`config.mk`:
```
export PLATFORM = sky130hd
export DESIGN_NAME = if_stage
export DESIGN_NICKNAME = d
export VERILOG_FILES = /design/src/rtl/if_stage_pkg.sv /design/src/rtl/if_stage_pc_reg.sv /design/src/rtl/if_stage.sv
export SDC_FILE = /design/constraint.sdc
export NUM_CORES = 1
export LEC_CHECK = 0
export ABC_AREA = 0
export BUFFER_PORTS_ARGS = -buffer_cell sky130_fd_sc_hd__buf_2
export CAP_MARGIN = 5
export CORE_ASPECT_RATIO = 1.1
export CORE_MARGIN = 2
export CORE_UTILIZATION = 60
export DETAILED_ROUTE_END_ITERATION = 16
export PLACE_DENSITY_LB_ADDON = 0.05
export SYNTH_ARGS = -nofsm -noshare
export SYNTH_HDL_FRONTEND = slang
export SYNTH_SLANG_ARGS = --single-unit
```
`constraint.sdc`:
```
create_clock -name clk -period 4.19 [get_ports clk]
set_input_delay 0.2095 -clock clk [delete_from_list [all_inputs] [get_ports clk]]
set_output_delay 0.2095 -clock clk [all_outputs]
set_load 0.05 [all_outputs]
```
`src/rtl/if_stage_pkg.sv`:
```
// Shared rv32i fetch-stage types: machine word, opcodes, IF FSM states and the IF/ID slot record.
// The B-type immediate helper exists only when IF_BTFN_PREDICT_EN is defined.
package if_stage_pkg;

   typedef logic [31:0] rv32i_word;

   typedef enum logic [6:0] {
      op_lui   = 7'b0110111,
      op_auipc = 7'b0010111,
      op_jal   = 7'b1101111,
      op_jalr  = 7'b1100111,
      op_br    = 7'b1100011,
      op_load  = 7'b0000011,
      op_store = 7'b0100011,
      op_imm   = 7'b0010011,
      op_reg   = 7'b0110011,
      op_csr   = 7'b1110011
   } rv32i_opcode;

   // FETCH: read outstanding; HOLD: fetched word parked in skid; DRAIN: discard one stale response.
   typedef enum logic [1:0] {
      FETCH = 2'd0,
      HOLD  = 2'd1,
      DRAIN = 2'd2
   } if_state_t;

   typedef struct packed {
      rv32i_word pc;
      rv32i_word instruction;
      logic      valid;
      logic      pred_taken;
   } if_id_t;

   localparam rv32i_word IF_RESET_PC = 32'h0000_0060;

   function automatic rv32i_word word_align(input rv32i_word addr);
      return addr & ~32'h0000_0003;
   endfunction

`ifdef IF_BTFN_PREDICT_EN
   function automatic rv32i_word b_imm(input rv32i_word instr);
      return {{20{instr[31]}}, instr[7], instr[30:25], instr[11:8], 1'b0};
   endfunction
`endif

endpackage

```
`src/rtl/if_stage_pc_reg.sv`:
```
// Fetch program counter: 32-bit register with load enable, async active-low reset to RESET_PC.
module pc_reg
   import if_stage_pkg::*;
#(
   parameter logic [31:0] RESET_PC = IF_RESET_PC
) (
   input  logic        clk,
   input  logic        rst,
   input  logic        load,
   input  logic [31:0] d,
   output logic [31:0] pc
);

   // NOTE: sequential state uses non-blocking assignments so every flop samples pre-edge values.
   always_ff @(posedge clk or negedge rst) begin
      if (!rst) begin
         pc <= RESET_PC;
      end else if (load) begin
         pc <= d;
      end
   end

endmodule

```
`src/rtl/if_stage.sv`:
```
// rv32i instruction-fetch stage: owns the PC, drives imem reads and the registered IF/ID slot.
// Optional backward-taken branch prediction is enabled by defining IF_BTFN_PREDICT_EN.
module if_stage
   import if_stage_pkg::*;
#(
   parameter logic [31:0] RESET_PC = 32'h0000_0060
) (
   input  logic        clk,
   input  logic        rst,
   output logic        imem_read,
   output logic [31:0] imem_address,
   input  logic [31:0] imem_rdata,
   input  logic        imem_resp,
   input  logic        stall_in,
   input  logic        redirect,
   input  logic [31:0] redirect_pc,
   output logic        if_valid,
   output logic [31:0] if_pc,
   output logic [31:0] if_instruction,
   output logic        if_pred_taken
);

   if_state_t state;
   if_state_t state_next;
   rv32i_word pc;
   rv32i_word pc_next;
   rv32i_word seq_pc;
   rv32i_word drain_addr;
   logic      pc_load;
   logic      pred;
   logic      slot_free;
   if_id_t    slot;
   if_id_t    slot_next;
   if_id_t    skid;
   if_id_t    skid_next;
   if_id_t    fetched;

   pc_reg #(
      .RESET_PC (RESET_PC)
   ) u_pc_reg (
      .clk  (clk),
      .rst  (rst),
      .load (pc_load),
      .d    (pc_next),
      .pc   (pc)
   );

`ifdef IF_BTFN_PREDICT_EN
   // Backward conditional branches are predicted taken; EX redirects on a mispredict.
   assign pred   = (imem_rdata[6:0] == op_br) && imem_rdata[31];
   assign seq_pc = pred ? pc + b_imm(imem_rdata) : pc + 32'd4;
`else
   assign pred   = 1'b0;
   assign seq_pc = pc + 32'd4;
`endif

   assign slot_free = !slot.valid || !stall_in;
   assign fetched   = '{pc: pc, instruction: imem_rdata, valid: 1'b1, pred_taken: pred};

   // NOTE: every always_comb output gets a default first, so no path can infer a latch.
   always_comb begin
      state_next = state;
      pc_load    = 1'b0;
      pc_next    = seq_pc;
      slot_next  = slot;
      skid_next  = skid;

      case (state)
         FETCH: begin
            if (imem_resp) begin
               pc_load = 1'b1;
               if (slot_free) begin
                  slot_next = fetched;
               end else begin
                  skid_next  = fetched;
                  state_next = HOLD;
               end
            end else if (slot_free) begin
               slot_next.valid = 1'b0;
            end
         end
         HOLD: begin
            if (!stall_in) begin
               slot_next       = skid;
               skid_next.valid = 1'b0;
               state_next      = FETCH;
            end
         end
         DRAIN: begin
            if (slot_free) begin
               slot_next.valid = 1'b0;
            end
            if (imem_resp) begin
               state_next = FETCH;
            end
         end
         default: begin
            state_next = FETCH;
         end
      endcase

      // A redirect overrides everything; a read still in flight must finish on its old address.
      if (redirect) begin
         slot_next.valid = 1'b0;
         skid_next.valid = 1'b0;
         pc_load         = 1'b1;
         pc_next         = word_align(redirect_pc);
         state_next      = ((state != HOLD) && !imem_resp) ? DRAIN : FETCH;
      end
   end

   always_ff @(posedge clk or negedge rst) begin
      if (!rst) begin
         state      <= FETCH;
         slot       <= '0;
         skid       <= '0;
         drain_addr <= '0;
      end else begin
         state <= state_next;
         slot  <= slot_next;
         skid  <= skid_next;
         if (redirect && (state == FETCH) && !imem_resp) begin
            drain_addr <= word_align(pc);
         end
      end
   end

   assign imem_read      = rst && (state != HOLD);
   assign imem_address   = (state == DRAIN) ? drain_addr : word_align(pc);
   assign if_valid       = slot.valid;
   assign if_pc          = slot.pc;
   assign if_instruction = slot.instruction;
   assign if_pred_taken  = slot.pred_taken;

endmodule

```
==> run_results.csv <==
group,metric,value,unit
critical_path,r2r-start,"state[1]$_DFFE_PN0P_",
routing,routedWlPerCell,17.66,um
routing,vias_per_cell,5.704,
power,finalPower,7.781,mW
sta,timing.final.setup_violations,0,
synth,synth-edff-count,0,
job,cap_violations,0,
cells_and_area,final_common_cell,"dfrtp_1",
critical_path,required,3980,ps
die,die_x,119.0,um
placement,gp_congestion,0.8314,
routing,dr.pass1.iters,5,
sta,slew_violations,0,
cells_and_area,antenna_cells,0,
cts,post_cts_buffers,0,
synth,postSynthCellCount,773,
cells_and_area,fillers,1099,
worst_hold_path,min_path_type,"in2reg",
cts,clkTransAtPathRegs,60,ps
cts,cts.sinks,188,
critical_path,criticalPathCategory,"reg2out",
sta,hold_viol_final,0,
cells_and_area,top_register,"skid",
power,leakage,4.554,nW
die,start_util,60.86,%
sta,rsz0062_at_grt,"no",
global_route,grt_pass1_wl,31.63,mm
sta,hold_ws,18.93,ps
power,p_per_area,760.3,nW/um^2
placement,placed_cell_area,9573,sq um
global_route,grt_antenna_before_repair,0,
synth,syn_area,8722,sq um
routing,num_vias,6326,
routing,wl,19.59,mm
cells_and_area,drive_gt1_share,35.22,%
sta,tightest_slew,1080,ps
critical_path,endpoint,"imem_address[28]",
sta,relSlewSlack,28.01,%
cells_and_area,largest_reg_flops,63,
critical_path,crit_path_end_kind,"primary output",
synth,async_flop_share,100.0,%
die,io_pins,168,
run_status,status,"completed",
synth,ys_types,43,
placement,place_hpwl,12.90,mm
critical_path,regToRegSetupSlack,1450,ps
global_route,grt_max_degree,70,
cts,cts_max_level,4,
cts,cts_tree,"done",
die,die_y,130.5,um
critical_path,reg2reg_to,"u_pc_reg.pc[15]$_DFFE_PN0P_",
sta,period_share,70.73,%
synth,ys_seq_elements,188,
die,rows,46,
cts,cts_buffer_depth,2,
critical_path,cp.arrival,2750,ps
sta,fmax,0.3374,GHz
cts,clock_latency,440,ps
routing,antenna_left,0,
synth,ys.flop_type,"dfrtp_1",
synth,synth_seq_area_share,53.97,%
cts,cts_resized,0,
cells_and_area,fin_area,10230,sq um
routing,drtIter0Drc,472,
sta,tns,0,ps
power,vdd_drop_max,0.3740,mV
sta,fin_crit,2964,ps
placement,portBuffers,160,
cells_and_area,areaGrowthSynthToFinish,17.33,%
global_route,overflow,0,
routing,drc_errors,0,
global_route,grt_use_total,25.97,%
synth,synth_warnings,0,
critical_path,startpoint,"state[0]$_DFFE_PN0P_",
cells_and_area,layout_common_cells,"186 x dfrtp_1, 159 x buf_2, 114 x mux2_2",
cts,cts_root_buf,"clkbuf_16",
synth,synth_area_per_cell,11.28,sq um
cells_and_area,nets,977,
sta,finalClockSkew,18.82,ps
global_route,grt_pass1_vias,6357,
die,core_area,14330,sq um
cts,cts_buffers,17,
critical_path,cp-start-kind,"register",
die,die-area,15520,sq um
critical_path,ff2ff_path_depth,6,
critical_path,path_max_fanout,22,
[layout make-up]
type / count / area, sq um / share of cell area [%]
clock buffer: 21 / 450.4 / 4.402
tap: 192 / 240.2 / 2.347
clock inverter: 11 / 120.1 / 1.174
multi-input combinational: 512 / 3722 / 36.37
sequential: 188 / 4707 / 46.00
timing repair buffer: 178 / 967.2 / 9.451
inverter: 7 / 26.28 / 0.2568
[report_power, final]
group | switching, mW | internal, mW | leakage (nW) | total, mW
clock | 0.668 | 0.891 | 0.273 | 1.56
combinational | 2.22 | 1.00 | 2.00 | 3.22
sequential | 0.438 | 2.56 | 2.28 | 3.00
total | 3.33 | 4.45 | 4.55 | 7.78
[worst min path at each step]
stage / slack, ps / from / endpoint / cells after the start
after floorplan: -90 / rst / drain_addr[10]$_DFFE_PN0P_ / 0
after global placement: 230 / rst / skid[28]$_DFFE_PN0P_ / 1
after detailed placement: 240 / rst / if_instruction[26]$_DFFE_PN0P_ / 1
after CTS: 7 / redirect_pc[3] / u_pc_reg.pc[3]$_DFFE_PN0P_ / 3
after global routing: 10 / redirect_pc[5] / u_pc_reg.pc[5]$_DFFE_PN1P_ / 3
final: 20 / imem_rdata[3] / skid[5]$_DFFE_PN0P_ / 2
[metal layers]
layer	GRT usage [%]	wire length [um]	part of all wire, %	vias to the layer above
met5	0	0	0	-
met4	9.174	275	1.4	0
met3	4.601	1128	5.8	23
met2	44.08	9739	50	222
met1	34.14	8447	43	3099
li1	-	-	-	2982
[through the flow]
stage / instances / util (%) / worst slack (ps)
after floorplan: 777 / - / 1896
after global placement: 1068 / 66.80 / 1547
after detailed placement: 1068 / 66.80 / 1467
after CTS: 1109 / 71.41 / 1175
after global routing: 1109 / 71.41 / 1037
final: 1109 / 71.41 / 1226
[worst max-delay path: stages (launching register included)]
cell and delay, ps:
dfrtp_1 420, inv_1 100, ha_1 870, buf_4 360, mux2_2 370, buf_2 210
[synthesized netlist by cell type (3+ instances only)]
cell	instances	area share (%)
nand3_1	10	0.57
a31oi_1	16	1.1
mux2_2	114	15
o21ai_0	89	5.1
dfrtp_1	186	53
nor2b_1	3	0.22
mux2i_1	65	7.5
ha_1	4	0.57
buf_2	8	0.46
clkbuf_1	47	2.0
xor2_1	5	0.50
buf_4	7	0.60
nor2_1	22	0.95
buf_1	8	0.34
nand4_1	13	0.93
nand2_1	97	4.2
or3_1	8	0.57
o31ai_1	12	1.0
inv_1	6	0.26
and3_1	4	0.29
o211ai_1	3	0.26
or4_1	14	1.2
xnor2_1	6	0.60
[cells by family (layout without fill, tap and decap cells)]
group / count (synthesis) / count (layout) / synth area share (%)
flip-flops: 188 / 188 / 53.97
AND/OR/NAND/NOR: 184 / 184 / 10.01
multiplexers: 179 / 179 / 22.18
AO/OA/AOI/OAI: 129 / 129 / 8.392
buffers and inverters: 77 / 217 / 3.730
XOR/XNOR: 11 / 11 / 1.105
adder cells (fa/ha/maj): 4 / 4 / 0.5738
other: 1 / 5 / 0.04299
[repair_timing]
| action | in CTS | in global routing |
|---|---|---|
| hold buffers | 9 | 0 |
| endpoints found under the hold margin | 74 | 0 |
| endpoints found under the setup margin | 0 | 0 |
Power figures use the tool's default switching activity.
